### config.mk
export PLATFORM = sky130hd
export DESIGN_NAME = adc_uart_formatter_flat
export DESIGN_NICKNAME = d
export VERILOG_FILES = /design/src/rtl/adc_uart_formatter_pkg.sv /design/src/rtl/adc_uart_formatter_if.sv /design/src/rtl/adc_uart_formatter_bin2dec_seq.sv /design/src/rtl/adc_uart_formatter.sv /design/src/flat_wrapper.sv
export SDC_FILE = /design/constraint.sdc
export NUM_CORES = 1
export LEC_CHECK = 0
export BUFFER_PORTS_ARGS = -buffer_cell sky130_fd_sc_hd__buf_2
export CORE_UTILIZATION = 50
export DETAILED_ROUTE_END_ITERATION = 8
export MAX_ROUTING_LAYER = met4
export PLACE_DENSITY = 0.77
export SLEW_MARGIN = 20
export SYNTH_ARGS = -nofsm -noshare
export SYNTH_HDL_FRONTEND = slang
export SYNTH_SLANG_ARGS = --single-unit
### constraint.sdc
create_clock -name clk -period 6.9 [get_ports clk]
set_input_delay 0.345 -clock clk [delete_from_list [all_inputs] [get_ports clk]]
set_output_delay 0.345 -clock clk [all_outputs]
set_load 0.005 [all_outputs]
### src/rtl/adc_uart_formatter_pkg.sv
// Shared constants, state encoding and line-character helper for the ADC-to-UART formatter.
package adc_uart_formatter_pkg;

  localparam int unsigned LINE_LEN = 13;
  localparam int unsigned MV_W     = 12;  // millivolt value width (0..4095)

  localparam logic [7:0] ASCII_0     = 8'h30;
  localparam logic [7:0] ASCII_COLON = 8'h3A;
  localparam logic [7:0] ASCII_DOT   = 8'h2E;
  localparam logic [7:0] ASCII_V     = 8'h56;
  localparam logic [7:0] ASCII_CR    = 8'h0D;
  localparam logic [7:0] ASCII_LF    = 8'h0A;
  localparam logic [7:0] ASCII_C     = 8'h43;
  localparam logic [7:0] ASCII_H     = 8'h48;

  typedef enum logic [2:0] {StIdle, StSnap, StScale, StDigit, StEmit, StNext} state_e;

  // Character at position idx of "CHnn:d.dddV\r\n".
  function automatic logic [7:0] line_char(input logic [3:0] idx, input logic [3:0] ch_tens,
                                           input logic [3:0] ch_ones, input logic [3:0] d3,
                                           input logic [3:0] d2, input logic [3:0] d1,
                                           input logic [3:0] d0);
    logic [7:0] c;
    c = 8'h00;
    case (idx)
      4'd0:    c = ASCII_C;
      4'd1:    c = ASCII_H;
      4'd2:    c = ASCII_0 + {4'h0, ch_tens};
      4'd3:    c = ASCII_0 + {4'h0, ch_ones};
      4'd4:    c = ASCII_COLON;
      4'd5:    c = ASCII_0 + {4'h0, d3};
      4'd6:    c = ASCII_DOT;
      4'd7:    c = ASCII_0 + {4'h0, d2};
      4'd8:    c = ASCII_0 + {4'h0, d1};
      4'd9:    c = ASCII_0 + {4'h0, d0};
      4'd10:   c = ASCII_V;
      4'd11:   c = ASCII_CR;
      4'd12:   c = ASCII_LF;
      default: c = 8'h00;
    endcase
    return c;
  endfunction

endpackage

### src/rtl/adc_uart_formatter_if.sv
// ADC input bus and UART FIFO write port of the formatter.
interface adc_uart_formatter_if #(
  parameter int unsigned N_CH = 13,
  parameter int unsigned DW   = 12
);
  logic [N_CH*DW-1:0] adc_in;
  logic               enable;
  logic               tx_full;
  logic [7:0]         data;
  logic               wr;
  logic               busy;

  // master: the formatter itself; slave: the surrounding system
  modport master (input adc_in, enable, tx_full, output data, wr, busy);
  modport slave  (output adc_in, enable, tx_full, input data, wr, busy);
endinterface

### src/rtl/adc_uart_formatter_bin2dec_seq.sv
// Sequential binary-to-BCD converter: one subtraction per cycle, 1000s then 100s then 10s.
module bin2dec_seq
  import adc_uart_formatter_pkg::*;
(
  input  logic            clk,
  input  logic            rst,
  input  logic            i_start,
  input  logic [MV_W-1:0] i_value,
  output logic            o_done,
  output logic [3:0]      o_d3,
  output logic [3:0]      o_d2,
  output logic [3:0]      o_d1,
  output logic [3:0]      o_d0
);

  logic            r_run, r_done;
  logic [1:0]      r_phase;
  logic [MV_W-1:0] r_rem;
  logic [3:0]      r_d3, r_d2, r_d1;

  logic            w_run_d, w_done_d;
  logic [1:0]      w_phase_d;
  logic [MV_W-1:0] w_rem_d, w_weight;
  logic [3:0]      w_d3_d, w_d2_d, w_d1_d;

  // Decimal weight of the digit currently being extracted
  always_comb begin
    unique case (r_phase)
      2'd0:    w_weight = MV_W'(1000);
      2'd1:    w_weight = MV_W'(100);
      default: w_weight = MV_W'(10);
    endcase
  end

  // Subtract the weight while it fits, else advance to the next digit or finish
  always_comb begin
    w_run_d   = r_run;
    w_done_d  = 1'b0;
    w_phase_d = r_phase;
    w_rem_d   = r_rem;
    w_d3_d    = r_d3;
    w_d2_d    = r_d2;
    w_d1_d    = r_d1;
    if (i_start) begin
      w_run_d   = 1'b1;
      w_phase_d = 2'd0;
      w_rem_d   = i_value;
      w_d3_d    = 4'd0;
      w_d2_d    = 4'd0;
      w_d1_d    = 4'd0;
    end else if (r_run) begin
      if (r_rem >= w_weight) begin
        w_rem_d = r_rem - w_weight;
        unique case (r_phase)
          2'd0:    w_d3_d = r_d3 + 4'd1;
          2'd1:    w_d2_d = r_d2 + 4'd1;
          default: w_d1_d = r_d1 + 4'd1;
        endcase
      end else if (r_phase == 2'd2) begin
        w_run_d  = 1'b0;
        w_done_d = 1'b1;
      end else begin
        w_phase_d = r_phase + 2'd1;
      end
    end
  end

  // Converter state registers
  always_ff @(posedge clk or negedge rst) begin
    if (!rst) begin
      r_run   <= 1'b0;
      r_done  <= 1'b0;
      r_phase <= 2'd0;
      r_rem   <= '0;
      r_d3    <= 4'd0;
      r_d2    <= 4'd0;
      r_d1    <= 4'd0;
    end else begin
      r_run   <= w_run_d;
      r_done  <= w_done_d;
      r_phase <= w_phase_d;
      r_rem   <= w_rem_d;
      r_d3    <= w_d3_d;
      r_d2    <= w_d2_d;
      r_d1    <= w_d1_d;
    end
  end

  assign o_done = r_done;
  assign o_d3   = r_d3;
  assign o_d2   = r_d2;
  assign o_d1   = r_d1;
  assign o_d0   = r_rem[3:0];  // remainder is below 10 once the tens pass ends

endmodule

### src/rtl/adc_uart_formatter.sv
// Periodically snapshots all ADC channels and prints one "CHnn:d.dddV\r\n" line per channel.
module adc_uart_formatter
  import adc_uart_formatter_pkg::*;
#(
  parameter int unsigned N_CH         = 13,
  parameter int unsigned DW           = 12,
  parameter int unsigned VREF_MV      = 3300,
  parameter int unsigned FRAME_PERIOD = 65_000_000
) (
  input  logic                 clk,
  input  logic                 rst,
  adc_uart_formatter_if.master bus
);

  localparam int unsigned CntW = $clog2(FRAME_PERIOD);
  localparam int unsigned ChW  = (N_CH > 1) ? $clog2(N_CH) : 1;
  localparam int unsigned PW   = DW + 12;

  logic [CntW-1:0]    r_cnt;
  logic [N_CH*DW-1:0] r_snap;
  state_e             r_state, w_state_d;
  logic [ChW-1:0]     r_ch, w_ch_d;
  logic [3:0]         r_ch_tens, w_ch_tens_d, r_ch_ones, w_ch_ones_d;
  logic [3:0]         r_idx, w_idx_d;
  logic [DW-1:0]      r_code, w_code_d;
  logic               r_busy, w_busy_d;

  logic               w_tick, w_snap_en, w_start, w_wr, w_done;
  logic [PW-1:0]      w_prod;
  logic [MV_W-1:0]    w_mv;
  logic [3:0]         w_d3, w_d2, w_d1, w_d0;

  assign w_tick = (r_cnt == CntW'(FRAME_PERIOD - 1));
  assign w_prod = PW'(r_code) * PW'(VREF_MV);
  assign w_mv   = MV_W'(w_prod >> DW);  // truncating scale to millivolts

  // Free-running frame period counter
  always_ff @(posedge clk or negedge rst) begin
    if (!rst)        r_cnt <= '0;
    else if (w_tick) r_cnt <= '0;
    else             r_cnt <= r_cnt + 1'b1;
  end

  // Snapshot of every channel taken at frame start
  always_ff @(posedge clk or negedge rst) begin
    if (!rst)           r_snap <= '0;
    else if (w_snap_en) r_snap <= bus.adc_in;
  end

  bin2dec_seq u_bin2dec (
    .clk     (clk),
    .rst     (rst),
    .i_start (w_start),
    .i_value (w_mv),
    .o_done  (w_done),
    .o_d3    (w_d3),
    .o_d2    (w_d2),
    .o_d1    (w_d1),
    .o_d0    (w_d0)
  );

  // Frame sequencing: next state, channel bookkeeping and the FIFO write strobe
  always_comb begin
    w_state_d   = r_state;
    w_ch_d      = r_ch;
    w_ch_tens_d = r_ch_tens;
    w_ch_ones_d = r_ch_ones;
    w_idx_d     = r_idx;
    w_code_d    = r_code;
    w_busy_d    = r_busy;
    w_snap_en   = 1'b0;
    w_start     = 1'b0;
    w_wr        = 1'b0;
    unique case (r_state)
      StIdle: begin
        if (w_tick && bus.enable) begin
          w_snap_en   = 1'b1;
          w_ch_d      = '0;
          w_ch_tens_d = 4'd0;
          w_ch_ones_d = 4'd1;
          w_busy_d    = 1'b1;
          w_state_d   = StSnap;
        end
      end
      StSnap: begin
        w_code_d  = r_snap[int'(r_ch)*DW +: DW];
        w_state_d = StScale;
      end
      StScale: begin
        w_start   = 1'b1;
        w_state_d = StDigit;
      end
      StDigit: begin
        if (w_done) begin
          w_idx_d   = 4'd0;
          w_state_d = StEmit;
        end
      end
      StEmit: begin
        if (!bus.tx_full) begin
          w_wr = 1'b1;
          if (r_idx == 4'(LINE_LEN - 1)) begin
            w_state_d = StNext;
            // Drop busy together with the final LF so it is low the cycle after
            if (r_ch == ChW'(N_CH - 1)) w_busy_d = 1'b0;
          end else begin
            w_idx_d = r_idx + 4'd1;
          end
        end
      end
      StNext: begin
        if (r_ch == ChW'(N_CH - 1)) begin
          w_busy_d  = 1'b0;
          w_state_d = StIdle;
        end else begin
          w_ch_d = r_ch + 1'b1;
          // Printed channel number kept in BCD to avoid a divider
          if (r_ch_ones == 4'd9) begin
            w_ch_ones_d = 4'd0;
            w_ch_tens_d = r_ch_tens + 4'd1;
          end else begin
            w_ch_ones_d = r_ch_ones + 4'd1;
          end
          w_state_d = StSnap;
        end
      end
      default: w_state_d = StIdle;
    endcase
  end

  // Frame sequencing registers
  always_ff @(posedge clk or negedge rst) begin
    if (!rst) begin
      r_state   <= StIdle;
      r_ch      <= '0;
      r_ch_tens <= 4'd0;
      r_ch_ones <= 4'd0;
      r_idx     <= 4'd0;
      r_code    <= '0;
      r_busy    <= 1'b0;
    end else begin
      r_state   <= w_state_d;
      r_ch      <= w_ch_d;
      r_ch_tens <= w_ch_tens_d;
      r_ch_ones <= w_ch_ones_d;
      r_idx     <= w_idx_d;
      r_code    <= w_code_d;
      r_busy    <= w_busy_d;
    end
  end

  assign bus.wr   = w_wr;
  assign bus.busy = r_busy;
  assign bus.data = (r_state == StEmit) ?
                    line_char(r_idx, r_ch_tens, r_ch_ones, w_d3, w_d2, w_d1, w_d0) : 8'h00;

endmodule
### src/flat_wrapper.sv
// flat-port wrapper written by rule: the top's interface ports become plain ports
module adc_uart_formatter_flat import adc_uart_formatter_pkg::*;
#(
  parameter int unsigned N_CH         = 13,
  parameter int unsigned DW           = 12,
  parameter int unsigned VREF_MV      = 3300,
  parameter int unsigned FRAME_PERIOD = 65_000_000
)
  (clk, rst, bus_adc_in, bus_enable, bus_tx_full, bus_data, bus_wr, bus_busy);
  adc_uart_formatter_if #(.N_CH(N_CH), .DW(DW)) bus_i ();
  input  logic clk;
  input  logic rst;
  input wire logic [$bits(bus_i.adc_in)-1:0] bus_adc_in;
  input wire logic [$bits(bus_i.enable)-1:0] bus_enable;
  input wire logic [$bits(bus_i.tx_full)-1:0] bus_tx_full;
  output wire logic [$bits(bus_i.data)-1:0] bus_data;
  output wire logic [$bits(bus_i.wr)-1:0] bus_wr;
  output wire logic [$bits(bus_i.busy)-1:0] bus_busy;
  assign bus_i.adc_in = bus_adc_in;
  assign bus_i.enable = bus_enable;
  assign bus_i.tx_full = bus_tx_full;
  assign bus_data = bus_i.data;
  assign bus_wr = bus_i.wr;
  assign bus_busy = bus_i.busy;
  adc_uart_formatter #(.N_CH(N_CH), .DW(DW), .VREF_MV(VREF_MV), .FRAME_PERIOD(FRAME_PERIOD)) u_core (.clk(clk), .rst(rst), .bus(bus_i));
endmodule
== After elaboration in Yosys (flattened, before gate mapping) ==
Index checks and enable logic that the tools add are counted.
Storage, ports and cells
  register bits: 242
  input bits: 160
  output and inout port bits: 10
  logic and storage cells: 151
Cells by class
  add/subtract/negate cells: 16
  multiply operators: 2
  $lt $le $gt $ge: 1
  equality and inequality tests: 32
  shift-type cells: 1
  multiplexer cells: 61
  reductions and logical operators: 22
Operator list (number)
  variable part select 156 x 9 -> 12 bit: 1
  case mux 8 bit (13 select lines): 1
  2-to-1 mux 4 bit: 22
  adder 6 x 4 -> 7 bit, first input constant: 6
  2-to-1 mux 12 bit: 3
  case mux 4 bit (2 select lines): 4
  adder 4 x 1 -> 4 bit, second input constant: 7
  equality test 4 bit, second input constant: 7
  adder 26 x 1 -> 26 bit, second input constant: 1
  equality test 26 bit, second input constant: 1
  2-to-1 mux 26 bit: 1
  multiplier 12 x 10 -> 22 bit, second input constant: 1
  case mux 10 bit (2 select lines): 1
  2-to-1 mux 1 bit: 18
  case mux 3 bit (6 select lines): 1
  equality test 4 x 3 -> 1 bit, second input constant: 4
  AND reduction 4 bit: 4
  AND reduction 3 bit: 5
  greater-or-equal comparator 12 x 10 -> 1 bit: 1
  2-to-1 mux 3 bit: 4
  inequality test 2 bit, second input constant: 6
  nonzero test 2 bit: 6
  subtractor 12 bit: 1
  equality test 4 x 2 -> 1 bit, second input constant: 2
  other kinds (19): 27

== Logic depth before layout (Yosys ltp) ==
  word-level depth: 6
  gate-level depth with buffers: 17
  gate-level depth less buffers: 17

== Modules after synthesis ==
Synthesis repeated with hierarchy kept, for this count alone.
Second synthesis, totals
  cell total of the unflattened synthesis: 1506
  area total of the unflattened synthesis: 14072.2 µm²
Modules (own cells, without submodules)
  adc_uart_formatter: instances 1, cells an instance 1315, area an instance 12225.5 µm², seq. area each 5355.1 µm²
  bin2dec_seq: instances 1, cells an instance 191, area an instance 1846.8 µm², seq. area each 700.7 µm²

== Worst setup path before layout ==
No wires, ideal clock.
  path kind: flip-flop to flip-flop
  from: register u_core.r_code[1]
  to: register u_core.u_bin2dec.r_rem[8]
  setup time: 0.133 ns
  arrival: 4.518 ns
  data required time: 6.767 ns
  slack: 2.249 ns
  cell stages (with the launch flop): 17
  path buffers: 0
  clock period less this slack: 4.651 ns
  cell sequence: dfrtp_1 ha_1 xor2_1 ha_1 fa_1 fa_1 inv_1 fa_1 inv_1 ha_1 a21oi_1 nand2_1 a21o_1 a221o_1 a221oi_1 xor2_1 o21ai_0
Between the ends
  cells in the longest elaborated chain, start to end: 2
Ends and longest elaborated chain
  start, declared: line adc_uart_formatter.sv:25  | logic [DW-1:0] r_code, w_code_d;
  start signal, assigned: line adc_uart_formatter.sv:147  | r_code <= w_code_d;
  multiplier 12 x 10 -> 22 bit: line adc_uart_formatter.sv:34  | assign w_prod = PW'(r_code) * PW'(VREF_MV);
  2-to-1 mux 12 bit: line adc_uart_formatter_bin2dec_seq.sv:44  | if (i_start) begin
  end signal, assigned: line adc_uart_formatter_bin2dec_seq.sv:82  | r_rem <= w_rem_d;
  end, declared: line adc_uart_formatter_bin2dec_seq.sv:18  | logic [MV_W-1:0] r_rem;
No other way between the ends.
A chain may end at the register's enable or synchronous reset.

== Worst setup path after layout ==
  from: register u_core.r_code[2]
  to: register u_core.u_bin2dec.r_rem[8]
Same word-level chain as after synthesis.

==> flow_metrics.py <==
metrics = {
    "synth": {
        "async_flop_share_pct": 100.0,
        "netlist_instances": 1179,
        "ys_seq_area_share_pct": 43.38,
        "synth_common_cells": "dfrtp_1 (242), mux2_2 (149), ha_1 (96)",
        "syn_avg_cell_area_sq_um": 11.84,
        "yosysWarnings": 0,
        "synth_area_leaders": "dfrtp_1 (43%), mux2_2 (12%), ha_1 (8.6%), mux4_2 (5.8%), fa_1 (4.2%)",
        "syn_area_sq_um": 13960,
        "ys_types": 68,
        "synthFlopType": "dfrtp_1",
        "yosysTopAreaCell": "dfrtp_1",
        "yosysMostFrequentCell": "dfrtp_1",
        "synth_top_area_share_pct": 43.38,
        "syn-num-nets": 1464,
        "synth-edff-count": 0,
        "synth-seq-cells": 242,
    },
    "timing": {
        "clock_skew_ns": 0.009665,
        "tightest_slew_ns": 0.9748,
        "finalWorstSetupSlack_ns": 2.010,
        "setup_viol": 0,
        "relSlewSlack_pct": 35.01,
        "finalSetupTns_ns": 0,
        "min_period_ns": 4.890,
        "final_hold_viol_count": 0,
        "fin_crit_sh_pct": 70.88,
        "fmax_mhz": 204.5,
        "drv_slew": 0,
        "rsz0062_at_grt": "false",
    },
    "routing": {
        "ant_nets": 0,
        "wl_per_cell_microns": 18.07,
        "drt_iter0_markers": 694,
        "drc": 0,
        "viasPerCell": 5.635,
        "routed_wl_microns": 31210,
        "first_pass_iters": 5,
        "vias": 9731,
    },
    "place": {
        "io_buffer_count": 168,
        "gp_congestion": 0.9154,
        "placed_area_sq_um": 15100,
        "hpwlAfterDp_microns": 22580,
        "place_ws_ns": 2.012,
    },
    "floorplanning": {
        "io_pins": 170,
        "num_rows": 60,
        "start_util_pct": 51.37,
        "die_area_sq_um": 28590,
        "die_width_microns": 169.1,
        "coreArea_sq_um": 27180,
        "die_h_microns": 169.1,
    },
    "setup_path": {
        "startpoint_type": "flop",
        "cpPeakStageDelay_ns": 0.55,
        "r2r_slack_ns": 2.01,
        "critPathArrivalTime_ns": 5.30,
        "crit_family": "adder cells",
        "crit_buf_inv": 2,
        "slowest_stage": "fa_1",
        "required_ns": 7.31,
        "path_cells": "ha_1, xor2_1, ha_1, fa_1, fa_1, inv_1, fa_1, inv_1, ha_1, a21oi_1, nand2_1, a21o_1, a221o_1, a221oi_1, xor2_1, o21ai_0",
        "path_max_fanout": 5,
        "critPathKind": "flop to flop",
        "cp-end-kind": "flop",
    },
    "power": {
        "power_mw": 2.977,
        "power.internal_mw": 2.351,
        "p_switching_mw": 0.6260,
        "pwr-share-seq_pct": 47.7,
        "p_comb_share_pct": 2.7,
        "cellPowerDensity_nw_per_um2": 185.5,
        "ir_drop_mv": 0.1875,
        "swShare_pct": 21.03,
        "p_leak_nw": 8.192,
        "pwr-share-clk_pct": 49.6,
    },
    "clock_network": {
        "cts_max_level": 1,
        "cts_setup_buffers": 0,
        "cts_root_buffer": "clkbuf_16",
        "cts_tree": "built",
        "clockBufferDepth": 3,
        "clock_sinks": 242,
        "clk_latency_ns": 0.53,
        "path_clk_slew_ns": 0.06,
        "cts_buffers": 27,
    },
    "global_route": {
        "grt_max_degree": 151,
        "grt_pass1_vias": 10100,
        "grt_use_total_pct": 23.05,
        "grt_first_pass_wirelength_microns": 51140,
        "overflow": 0,
        "antenna_found_initial": 5,
    },
    "final_layout": {
        "fin_util_pct": 59.05,
        "drive_gt1_share_pct": 31.06,
        "fin_area_sq_um": 16050,
        "area_growth_pct": 14.94,
        "final_nets": 1615,
    },
    "run": {
        "maxCapViolations": 0,
    },
    "outcome": {
        "outcome": "completed",
    },
    "worst_hold_path": {
        "hp-class": "input pin to flop",
    },
}
==> final cells by class <==
cell class,instances,area (sq um)
Inverter,64,240.2
Clock buffer,39,780.7
Timing Repair Buffer,178,940.9
Antenna cell,6,15.01
Fill cell,2265,11130
Clock inverter,9,131.4
Tap cell,372,465.4
Sequential cell,242,6058
Multi-Input combinational cell,817,7415
==> layout by cell type (no fill, tap or decap), drive strengths merged, types with 5 or more instances in the layout <==
| master | n |
|---|---|
| clkbuf | 39 |
| ha | 96 |
| nand2 | 86 |
| dfrtp | 242 |
| and2 | 5 |
| fa | 29 |
| a221oi | 16 |
| nand4 | 11 |
| a211oi | 7 |
| nor3 | 16 |
| a31oi | 5 |
| nor2b | 7 |
| mux4 | 36 |
| inv | 64 |
| xnor2 | 24 |
| and3 | 11 |
| a21o | 21 |
| nand3 | 30 |
| mux2i | 5 |
| buf | 177 |
| a311oi | 14 |
| xor2 | 25 |
| mux2 | 158 |
| o21ai | 36 |
| a22oi | 5 |
| or3 | 8 |
| a21oi | 49 |
| nor2 | 58 |
| diode | 6 |
==> stage by stage <==
stage	cells	hold slack, ns
floorplan	1179	0.04941
global placement	1672	0.4031
detailed placement	1672	0.4071
CTS	1721	0.01346
global route	1726	0.01878
finish	1727	0.03043
==> sequential cells by signal (all words and copies together) (netlist names), 3 cells and up <==
name,cells
u_core.r_ch,4
u_core.r_ch_ones,4
u_core.r_ch_tens,4
u_core.r_cnt,26
u_core.r_code,12
u_core.r_idx,4
u_core.r_snap,156
u_core.r_state,3
u_core.u_bin2dec.o_d1,4
u_core.u_bin2dec.o_d2,4
u_core.u_bin2dec.o_d3,4
u_core.u_bin2dec.r_rem,12
==> path summary, 6_finish.rpt <==
kind / startpoint / to / cells after the start
worst max-delay path: u_core.r_code[2]$_DFFE_PN0P_ / u_core.u_bin2dec.r_rem[8]$_DFFE_PN0P_ / 16
worst min-delay path: bus_adc_in[154] / u_core.r_snap[154]$_DFFE_PN0P_ / 2
worst max register to register: u_core.r_code[2]$_DFFE_PN0P_ / u_core.u_bin2dec.r_rem[8]$_DFFE_PN0P_ / 16
worst min register to register: u_core.r_snap[79]$_DFFE_PN0P_ / u_core.r_snap[79]$_DFFE_PN0P_ / 1
max in group asynchronous: rst / u_core.r_snap[111]$_DFFE_PN0P_ / 3
min in group asynchronous: rst / u_core.r_idx[1]$_DFFE_PN0P_ / 2
==> repair_timing <==
action | 4_1_cts | 5_1_grt
gates resized for setup | 0 | 0
hold endpoints to repair | 92 | 0
hold buffers | 1 | 0
==> kinds of logic (layout without fill, tap and decap cells) <==
kind of cell | Yosys count | after routing | share of synthesized area [%]
multiplexers | 199 | 199 | 18.91
buffers and inverters | 120 | 290 | 3.683
XOR/XNOR | 49 | 49 | 3.074
adder cells (fa/ha/maj) | 125 | 125 | 12.76
other | 1 | 7 | 0.02686
AO/OA/AOI/OAI | 191 | 191 | 9.563
AND/OR/NAND/NOR | 252 | 252 | 8.604
flip-flops | 242 | 242 | 43.38
==> per-layer routing <==
layer	share of wire (%)	wire length (microns)	vias to the layer above	global-route usage [%]
li1	-	-	4582	-
met1	44	13670	4845	29.10
met2	48	15050	249	37.82
met3	5.6	1739	55	4.770
met4	2.4	756	0	6.267
met5	0	0	-	-
==> power by group through the flow <==
stage | clock network [mW] | registers, mW | logic [mW]
final | 1.48 | 1.42 | 0.0809
after global routing | 1.56 | 1.42 | 0.0916
after CTS | 1.51 | 1.42 | 0.0830
after detailed placement | 0 | 1.45 | 0.0821
after global placement | 0 | 1.45 | 0.0805
after floorplan | 0 | 1.45 | 0.00605
Note: power is estimated with default switching activity, not from simulation.
